--- config.mk ---
export PLATFORM = sky130hd
export DESIGN_NAME = uart_rffe_bridge
export DESIGN_NICKNAME = d
export VERILOG_FILES = /design/src/rtl/uart_rffe_pkg.sv /design/src/rtl/uart_rffe_bridge_uart_rx.sv /design/src/rtl/uart_rffe_bridge.sv
export SDC_FILE = /design/constraint.sdc
export NUM_CORES = 1
export LEC_CHECK = 0
export BUFFER_PORTS_ARGS = -buffer_cell sky130_fd_sc_hd__buf_2
export CORE_MARGIN = 2
export CORE_UTILIZATION = 47
export CTS_CLUSTER_DIAMETER = 30
export DETAILED_ROUTE_END_ITERATION = 10
export PLACE_DENSITY_LB_ADDON = 0.15
export SYNTH_ARGS = -nofsm -noshare
export SYNTH_HDL_FRONTEND = slang
export SYNTH_SLANG_ARGS = --single-unit
--- constraint.sdc ---
create_clock -name clk -period 2.8 [get_ports clk]
set_clock_uncertainty 0.1 [all_clocks]
set_input_delay 0.28 -clock clk [delete_from_list [all_inputs] [get_ports clk]]
set_output_delay 0.28 -clock clk [all_outputs]
set_load 0.02 [all_outputs]
--- src/rtl/uart_rffe_pkg.sv ---
// Shared constants, state enums and helpers for the UART-to-RFFE SPI bridge.
package uart_rffe_pkg;

  localparam logic [7:0] HDR_1  = 8'h55;
  localparam logic [7:0] HDR_2  = 8'h5D;
  localparam logic [7:0] TRL_CR = 8'h0D;
  localparam logic [7:0] TRL_LF = 8'h0A;

  localparam logic [7:0] CMD_SPI_WR = 8'h01;
  localparam logic [7:0] CMD_PING   = 8'hAA;

  localparam logic [7:0] ST_OK     = 8'h00;
  localparam logic [7:0] ST_BADCMD = 8'h01;
  localparam logic [7:0] ST_BUSY   = 8'h03;

  typedef enum logic [3:0] {
    P_IDLE, P_HDR2, P_CMD, P_D0, P_D1, P_D2,
    P_D3, P_N, P_TAG, P_CR, P_LF
  } pstate_e;

  typedef enum logic [1:0] {
    R_IDLE, R_START, R_DATA, R_STOP
  } rx_state_e;

  typedef enum logic [1:0] {
    S_IDLE, S_SHIFT, S_LE
  } spi_state_e;

  typedef enum logic {
    T_IDLE, T_SEND
  } tx_state_e;

  // N outside 1..4 means a full 32-bit word
  function automatic logic [5:0] spi_nbits(input logic [7:0] n);
    if (n == 8'd0 || n > 8'd4) return 6'd32;
    return {n[2:0], 3'b000};
  endfunction

  function automatic logic [7:0] ack_byte(
    input logic [2:0] idx,
    input logic [7:0] cmd,
    input logic [7:0] st,
    input logic [7:0] tag
  );
    case (idx)
      3'd0:    return HDR_1;
      3'd1:    return HDR_2;
      3'd2:    return cmd;
      3'd3:    return st;
      3'd4:    return tag;
      3'd5:    return TRL_CR;
      default: return TRL_LF;
    endcase
  endfunction

endpackage

--- src/rtl/uart_rffe_bridge_uart_rx.sv ---
// 8N1 UART receiver: mid-bit sampling, start-glitch rejection,
// one-clock byte strobe and one-clock frame-error strobe.
module uart_rx
  import uart_rffe_pkg::*;
#(
  parameter int unsigned CLKS_PER_BIT = 434
) (
  input  logic       clk,
  input  logic       rst_n,
  input  logic       rx_i,
  output logic [7:0] byte_o,
  output logic       valid_o,
  output logic       ferr_o
);

  localparam logic [15:0] HALF_M1 = 16'(CLKS_PER_BIT / 2 - 1);
  localparam logic [15:0] BIT_M1  = 16'(CLKS_PER_BIT - 1);

  logic [1:0]  sync_q;
  logic        rx_s;
  rx_state_e   st_q, st_d;
  logic [15:0] cnt_q, cnt_d;
  logic [2:0]  bit_q, bit_d;
  logic [7:0]  sh_q, sh_d;
  logic        valid_q, valid_d;
  logic        ferr_q, ferr_d;

  assign rx_s    = sync_q[1];
  assign byte_o  = sh_q;
  assign valid_o = valid_q;
  assign ferr_o  = ferr_q;

  always_ff @(posedge clk or negedge rst_n) begin
    if (!rst_n) begin
      sync_q  <= 2'b11;
      st_q    <= R_IDLE;
      cnt_q   <= '0;
      bit_q   <= '0;
      sh_q    <= '0;
      valid_q <= 1'b0;
      ferr_q  <= 1'b0;
    end else begin
      sync_q  <= {sync_q[0], rx_i};
      st_q    <= st_d;
      cnt_q   <= cnt_d;
      bit_q   <= bit_d;
      sh_q    <= sh_d;
      valid_q <= valid_d;
      ferr_q  <= ferr_d;
    end
  end

  always_comb begin
    st_d    = st_q;
    cnt_d   = cnt_q + 16'd1;
    bit_d   = bit_q;
    sh_d    = sh_q;
    valid_d = 1'b0;
    ferr_d  = 1'b0;
    unique case (st_q)
      R_IDLE: begin
        cnt_d = '0;
        if (!rx_s) st_d = R_START;
      end
      R_START: begin
        if (cnt_q == HALF_M1) begin
          cnt_d = '0;
          bit_d = '0;
          st_d  = rx_s ? R_IDLE : R_DATA;
        end
      end
      R_DATA: begin
        if (cnt_q == BIT_M1) begin
          cnt_d = '0;
          sh_d  = {rx_s, sh_q[7:1]};
          bit_d = bit_q + 3'd1;
          if (bit_q == 3'd7) st_d = R_STOP;
        end
      end
      R_STOP: begin
        if (cnt_q == BIT_M1) begin
          cnt_d   = '0;
          st_d    = R_IDLE;
          valid_d = rx_s;
          ferr_d  = !rx_s;
        end
      end
      default: st_d = R_IDLE;
    endcase
  end

endmodule

--- src/rtl/uart_rffe_bridge.sv ---
// UART command frames to 3-wire RFFE SPI writes; optional ack frame
// on FPGA_TX when UART_ACK_EN is defined (otherwise FPGA_TX is tied high).
module uart_rffe_bridge
  import uart_rffe_pkg::*;
#(
  parameter int unsigned CLK_HZ  = 50_000_000,
  parameter int unsigned BAUD    = 115200,
  parameter int unsigned SPI_DIV = 25
) (
  input  logic       clk,
  input  logic       rst_n,
  input  logic       FPGA_RX,
  output logic       FPGA_TX,
  output logic       spi_clk_rffe,
  output logic       spi_sdo_rffe,
  output logic       spi_le_rffe,
  output logic [1:0] led
);

  localparam int unsigned CPB   = CLK_HZ / BAUD;
  localparam logic [15:0] DIV_M1 = 16'(SPI_DIV - 1);
  localparam logic [15:0] LE_M1  = 16'(2 * SPI_DIV - 1);

  logic [7:0] rx_byte;
  logic       rx_vld;
  logic       rx_ferr;

  uart_rx #(.CLKS_PER_BIT(CPB)) u_rx (
    .clk     (clk),
    .rst_n   (rst_n),
    .rx_i    (FPGA_RX),
    .byte_o  (rx_byte),
    .valid_o (rx_vld),
    .ferr_o  (rx_ferr)
  );

  pstate_e     pst_q, pst_d;
  logic [7:0]  cmd_q, cmd_d;
  logic [31:0] dat_q, dat_d;
  logic [7:0]  n_q, n_d;
  logic        led0_q, led0_d;
  logic        exec;
`ifdef UART_ACK_EN
  logic [7:0]  tag_q, tag_d;
`endif

  always_ff @(posedge clk or negedge rst_n) begin
    if (!rst_n) begin
      pst_q  <= P_IDLE;
      cmd_q  <= '0;
      dat_q  <= '0;
      n_q    <= '0;
      led0_q <= 1'b0;
`ifdef UART_ACK_EN
      tag_q  <= '0;
`endif
    end else begin
      pst_q  <= pst_d;
      cmd_q  <= cmd_d;
      dat_q  <= dat_d;
      n_q    <= n_d;
      led0_q <= led0_d;
`ifdef UART_ACK_EN
      tag_q  <= tag_d;
`endif
    end
  end

  always_comb begin
    pst_d  = pst_q;
    cmd_d  = cmd_q;
    dat_d  = dat_q;
    n_d    = n_q;
    led0_d = led0_q;
    exec   = 1'b0;
`ifdef UART_ACK_EN
    tag_d  = tag_q;
`endif
    if (rx_ferr) begin
      pst_d = P_IDLE;
    end else if (rx_vld) begin
      unique case (pst_q)
        P_IDLE: if (rx_byte == HDR_1) pst_d = P_HDR2;
        P_HDR2: begin
          if (rx_byte == HDR_2)      pst_d = P_CMD;
          else if (rx_byte != HDR_1) pst_d = P_IDLE;
        end
        P_CMD: begin cmd_d = rx_byte; pst_d = P_D0; end
        P_D0: begin dat_d[31:24] = rx_byte; pst_d = P_D1; end
        P_D1: begin dat_d[23:16] = rx_byte; pst_d = P_D2; end
        P_D2: begin dat_d[15:8] = rx_byte; pst_d = P_D3; end
        P_D3: begin dat_d[7:0] = rx_byte; pst_d = P_N; end
        P_N: begin n_d = rx_byte; pst_d = P_TAG; end
        P_TAG: begin
`ifdef UART_ACK_EN
          tag_d = rx_byte;
`endif
          pst_d = P_CR;
        end
        P_CR: pst_d = (rx_byte == TRL_CR) ? P_LF : P_IDLE;
        P_LF: begin
          pst_d = P_IDLE;
          if (rx_byte == TRL_LF) begin
            exec   = 1'b1;
            led0_d = !led0_q;
          end
        end
        default: pst_d = P_IDLE;
      endcase
    end
  end

  spi_state_e  sst_q, sst_d;
  logic [31:0] sh_q, sh_d;
  logic [5:0]  bits_q, bits_d;
  logic [15:0] div_q, div_d;
  logic        sck_q, sck_d;
  logic        sdo_q, sdo_d;
  logic        le_q, le_d;
  logic        spi_busy;
  logic        spi_go;

  assign spi_busy = (sst_q != S_IDLE);
  assign spi_go   = exec && (cmd_q == CMD_SPI_WR) && !spi_busy;

  always_ff @(posedge clk or negedge rst_n) begin
    if (!rst_n) begin
      sst_q  <= S_IDLE;
      sh_q   <= '0;
      bits_q <= '0;
      div_q  <= '0;
      sck_q  <= 1'b0;
      sdo_q  <= 1'b0;
      le_q   <= 1'b0;
    end else begin
      sst_q  <= sst_d;
      sh_q   <= sh_d;
      bits_q <= bits_d;
      div_q  <= div_d;
      sck_q  <= sck_d;
      sdo_q  <= sdo_d;
      le_q   <= le_d;
    end
  end

  // D0 sits in the MSB byte, so shifting from bit 31 sends D0 first
  always_comb begin
    sst_d  = sst_q;
    sh_d   = sh_q;
    bits_d = bits_q;
    div_d  = div_q + 16'd1;
    sck_d  = sck_q;
    sdo_d  = sdo_q;
    le_d   = le_q;
    unique case (sst_q)
      S_IDLE: begin
        div_d = '0;
        if (spi_go) begin
          sst_d  = S_SHIFT;
          sh_d   = dat_q;
          sdo_d  = dat_q[31];
          bits_d = spi_nbits(n_q);
          sck_d  = 1'b0;
        end
      end
      S_SHIFT: begin
        if (div_q == DIV_M1) begin
          div_d = '0;
          sck_d = !sck_q;
          if (sck_q) begin
            sh_d   = {sh_q[30:0], 1'b0};
            bits_d = bits_q - 6'd1;
            if (bits_q == 6'd1) begin
              sst_d = S_LE;
              sdo_d = 1'b0;
              le_d  = 1'b1;
            end else begin
              sdo_d = sh_q[30];
            end
          end
        end
      end
      S_LE: begin
        if (div_q == LE_M1) begin
          div_d = '0;
          le_d  = 1'b0;
          sst_d = S_IDLE;
        end
      end
      default: sst_d = S_IDLE;
    endcase
  end

  assign spi_clk_rffe = sck_q;
  assign spi_sdo_rffe = sdo_q;
  assign spi_le_rffe  = le_q;
  assign led          = {spi_busy, led0_q};

`ifdef UART_ACK_EN
  localparam logic [15:0] CPB_M1 = 16'(CPB - 1);

  tx_state_e   tst_q, tst_d;
  logic [2:0]  tidx_q, tidx_d;
  logic [3:0]  tbit_q, tbit_d;
  logic [15:0] tcnt_q, tcnt_d;
  logic [9:0]  tsh_q, tsh_d;
  logic [7:0]  txc_q, txc_d;
  logic [7:0]  txs_q, txs_d;
  logic [7:0]  txt_q, txt_d;
  logic [7:0]  dtag_q, dtag_d;
  logic        pend_q, pend_d;
  logic        ack_now;
  logic        spi_done;
  logic [7:0]  ack_st;
  logic [2:0]  nidx;

  assign spi_done = (sst_q == S_LE) && (div_q == LE_M1);
  assign ack_now  = exec && !spi_go;
  assign nidx     = tidx_q + 3'd1;

  always_comb begin
    unique case (1'b1)
      cmd_q == CMD_SPI_WR: ack_st = ST_BUSY;
      cmd_q == CMD_PING:   ack_st = ST_OK;
      default:             ack_st = ST_BADCMD;
    endcase
  end

  always_ff @(posedge clk or negedge rst_n) begin
    if (!rst_n) begin
      tst_q  <= T_IDLE;
      tidx_q <= '0;
      tbit_q <= '0;
      tcnt_q <= '0;
      tsh_q  <= '1;
      txc_q  <= '0;
      txs_q  <= '0;
      txt_q  <= '0;
      dtag_q <= '0;
      pend_q <= 1'b0;
    end else begin
      tst_q  <= tst_d;
      tidx_q <= tidx_d;
      tbit_q <= tbit_d;
      tcnt_q <= tcnt_d;
      tsh_q  <= tsh_d;
      txc_q  <= txc_d;
      txs_q  <= txs_d;
      txt_q  <= txt_d;
      dtag_q <= dtag_d;
      pend_q <= pend_d;
    end
  end

  // The write ack waits for the end of the LE pulse
  always_comb begin
    tst_d  = tst_q;
    tidx_d = tidx_q;
    tbit_d = tbit_q;
    tcnt_d = (tst_q == T_SEND) ? tcnt_q + 16'd1 : '0;
    tsh_d  = tsh_q;
    txc_d  = txc_q;
    txs_d  = txs_q;
    txt_d  = txt_q;
    dtag_d = dtag_q;
    pend_d = pend_q;
    if (spi_go) begin
      pend_d = 1'b1;
      dtag_d = tag_q;
    end else if (spi_done) begin
      pend_d = 1'b0;
    end
    if (ack_now || (spi_done && pend_q)) begin
      txc_d  = ack_now ? cmd_q : CMD_SPI_WR;
      txs_d  = ack_now ? ack_st : ST_OK;
      txt_d  = ack_now ? tag_q : dtag_q;
      tst_d  = T_SEND;
      tidx_d = '0;
      tbit_d = '0;
      tcnt_d = '0;
      tsh_d  = {1'b1, HDR_1, 1'b0};
    end else if (tst_q == T_SEND && tcnt_q == CPB_M1) begin
      tcnt_d = '0;
      if (tbit_q == 4'd9) begin
        tbit_d = '0;
        if (tidx_q == 3'd6) begin
          tst_d = T_IDLE;
          tsh_d = '1;
        end else begin
          tidx_d = nidx;
          tsh_d  = {1'b1, ack_byte(nidx, txc_q, txs_q, txt_q), 1'b0};
        end
      end else begin
        tbit_d = tbit_q + 4'd1;
        tsh_d  = {1'b1, tsh_q[9:1]};
      end
    end
  end

  assign FPGA_TX = tsh_q[0];
`else
  assign FPGA_TX = 1'b1;
`endif

endmodule

==> metrics.md <==
| Metric | Value |
|---|---|
| Gpl congestion | `0.780` |
| Comb power frac | `1.2%` |
| Placed Area | `7250 µm²` |
| Post-Syn Area | `7020 µm²` |
| Slew HR | `65.4%` |
| Int Pwr | `3.42 mW` |
| Layout cell share with drive strength beyond 1 | `22.8%` |
| Unrepaired setup endpoints after global routing | `no` |
| DIE AREA | `15900 µm²` |
| Area Overhead vs Synth | `11.5%` |
| Synth cell count leaders | `142 x dfrtp_1, 115 x nand2_1, 64 x mux2_2` |
| WL final | `13.6 mm` |
| Clock sink count | `144` |
| Initial core utilization | `48.1%` |
| Status | `completed` |
| NetSw | `0.857 mW` |
| Pwr dens | `546 nW/µm²` |
| Total of max-cap violations | `0` |
| Arrival time worst endpoint | `2.65 ns` |
| CP startpoint | `u_rx.byte_o[4]` |
| Part of the power in registers | `48.8%` |
| Number of port buffers | `7` |
| Reg2reg end | `sh_q[5]` |
| Net count after synthesis | `658` |
| Synth area leaders | `dfrtp_1 51%, mux2_2 10%, nand2_1 6.1%, mux2_4 4.3%, nor2_1 2.9%` |
| EDFF count, synth | `0` |
| Final period util | `87.5%` |
| Grt ovf | `0` |
| DRT iter0 DRCs | `219` |
| Sequential-to-total area share from yosys stat | `51.3%` |
| Total negative setup slack | `0 ns` |
| N_diodes | `0` |
| CP Capture Type | `flip-flop` |
| Post-layout min period | `2.45 ns` |
| Yosys reg bits | `144` |
| DR vias/cell | `5.43` |
| CTS H-Tree Depth | `4` |
| Post-synthesis async set-or-reset flop share | `100%` |
| Library cells used by synthesis | `59` |
| Reg2Reg Setup Slack | `0.35 ns` |
| Primary FF master, synth | `dfrtp_1` |
| Met2 Usage GRT | `29.6%` |
| # setup viols final | `0` |
| Final Hold Vio Count | `0` |
| PostCTS Resize Cnt | `0` |
| Final Cell Area | `7830 µm²` |
| Met3 Use GR | `4.12%` |
| Crit path to | `sh_q[5]` |
| Core Area | `14600 µm²` |
| Ports | `9` |
| Leading area contributor after synthesis | `dfrtp_1` |
| Worst-path clk slew | `0.06 ns` |
| Top-count cell post-synth | `dfrtp_1` |
| First-pass GRT wire length | `23.4 mm` |
| Clock Latency Late Sink | `0.42 ns` |
| Met1 GRT Util | `24.9%` |
| Final net count | `668` |
| Worst Max-Slew Pin Slew | `0.515 ns` |
| Worst VDD drop | `446 µV` |
| Cts hold-fix bufs | `2` |
| Slew Viols, Final | `0` |
| Critical Path RT | `3.00 ns` |
| Clock buffer count from CTS | `17` |
| Clock root buffer master | `clkbuf_16` |
| Post-CTS setup buffers | `0` |
| WS Path Type | `flip-flop to flip-flop` |
| Switching Fraction | `20.0%` |
| Critical Path Start Type | `flip-flop` |
| Die Span Y | `126 µm` |
| Initial antenna violation count | `0` |
| Hold Crit Class | `primary input to async pin` |
| Row cnt | `44` |
| Fillers | `1235` |
| Maximum number of pins on one net before global-route repair | `52` |
| R2R depth | `6` |
| Post-route ant nets | `0` |
| Share of the synthesized area in the top cell type | `50.6%` |
| DPL Wire Length | `8.69 mm` |
| Clock Path Buffers | `2` |
| Wire per inst | `16.1 µm` |
| Synth Instances | `640` |
| Clk pwr share | `50.0%` |
| Mean Syn Cell Area | `11.0 µm²` |
| Reg-to-Reg Start | `u_rx.byte_o[4]` |
| CTS tree | `yes` |
| Drt drc | `0` |
| Finished Core Util | `53.7%` |
| Leak | `3.87 nW` |
| Worst-path maximum fanout | `37` |
| Via count | `4591` |
| Max Fclk | `408 MHz` |
| DRT Pass-1 Iters | `4` |
| Die Width | `126 µm` |
| Vias in the first global route | `4672` |
| Busiest grt layer | `met2` |
| Gr usage total | `18.5%` |
| Ys Warns | `0` |
==> stage by stage <==
stage	worst slack, ns	cells	power, mW	hold WS, ns
finish	0.350	846	4.28	0.238
global route	0.244	846	4.44	0.268
CTS	0.334	846	4.34	0.240
detailed placement	0.340	813	2.18	0.111
global placement	0.430	813	2.17	0.107
floorplan	0.378	640	2.13	-0.116
==> cells by family after synthesis <==
family | Yosys count | share of synthesized area (%)
flip-flops | 144 | 51.3
buffers and inverters | 53 | 3.78
other | 1 | 0.0534
XOR/XNOR | 31 | 3.87
AND/OR/NAND/NOR | 260 | 18.4
multiplexers | 91 | 15.6
AO/OA/AOI/OAI | 45 | 4.31
adder cells (fa/ha/maj) | 15 | 2.67
==> cell type report <==
| class | instances | area (µm²) | area share (%) |
|---|---|---|---|
| repair buffers | 26 | 214 | 2.73 |
| clock buffers | 25 | 505 | 6.45 |
| well taps | 184 | 230 | 2.94 |
| flip-flops and latches | 144 | 3610 | 46.0 |
| clock inverters | 6 | 55.1 | 0.703 |
| inverters | 18 | 67.6 | 0.862 |
| multi-input cells | 443 | 3160 | 40.3 |
==> cell usage in the layout (no fill, tap or decap), types with 6 or more instances in the layout <==
cell	instances
nand2_1	115
ha_1	15
xnor2_1	11
nand3b_1	6
nand4_1	9
clkbuf_16	17
nor3_1	7
mux2_2	64
mux2_4	20
a21oi_1	8
xor2_1	20
nor2_1	55
dfrtp_1	142
buf_2	6
and3_1	11
o21ai_0	14
nand3_1	15
inv_1	18
buf_4	15
==> power groups by stage <==
stage	clock [mW]	combinational [mW]	sequential, mW
global placement	0	0.0511	2.12
CTS	2.20	0.0559	2.09
detailed placement	0	0.0528	2.12
global route	2.29	0.0615	2.08
floorplan	0	0.00226	2.12
finish	2.14	0.0513	2.09
==> sequential cells by signal, indices dropped and copies added, names as in the netlist, named ones only <==
name / flops
spi_sdo_rffe: 1
u_rx.cnt_q: 16
spi_le_rffe: 1
u_rx.byte_o: 8
sst_q: 2
u_rx.ferr_o: 1
n_q: 8
u_rx.st_q: 1
dat_q: 32
pst_q: 4
u_rx.sync_q: 2
u_rx.valid_o: 1
sh_q: 31
div_q: 16
led0_q: 1
spi_clk_rffe: 1
cmd_q: 8
u_rx.bit_q: 3
bits_q: 6
==> routing by layer <==
layer | up-vias | wire, µm
li1 | 2204 | -
met1 | 2316 | 6530
met2 | 56 | 6470
met3 | 15 | 378
met4 | 0 | 226
met5 | - | 0
==> worst min path at each step <==
stage	startpoint	to	slack, ns	cells past startpoint
2_1_floorplan	rst_n	async pin	-0.12	0
3_3_place_gp	rst_n	sh_q[1]	0.11	1
3_5_place_dp	rst_n	sh_q[26]	0.11	1
4_1_cts	rst_n	sh_q[29]	0.24	2
5_1_grt	rst_n	sh_q[29]	0.27	2
6_report	rst_n	sh_q[26]	0.24	2
==> critical path: stages (launching register included) <==
cell and delay (ns):
dfrtp_1 0.51, nor4_4 0.34, nand4_2 0.21, nor4_4 0.31, o22a_2 0.22, buf_12 0.25
mux2_2 0.37
No activity file was read; power rests on OpenSTA's default activity.
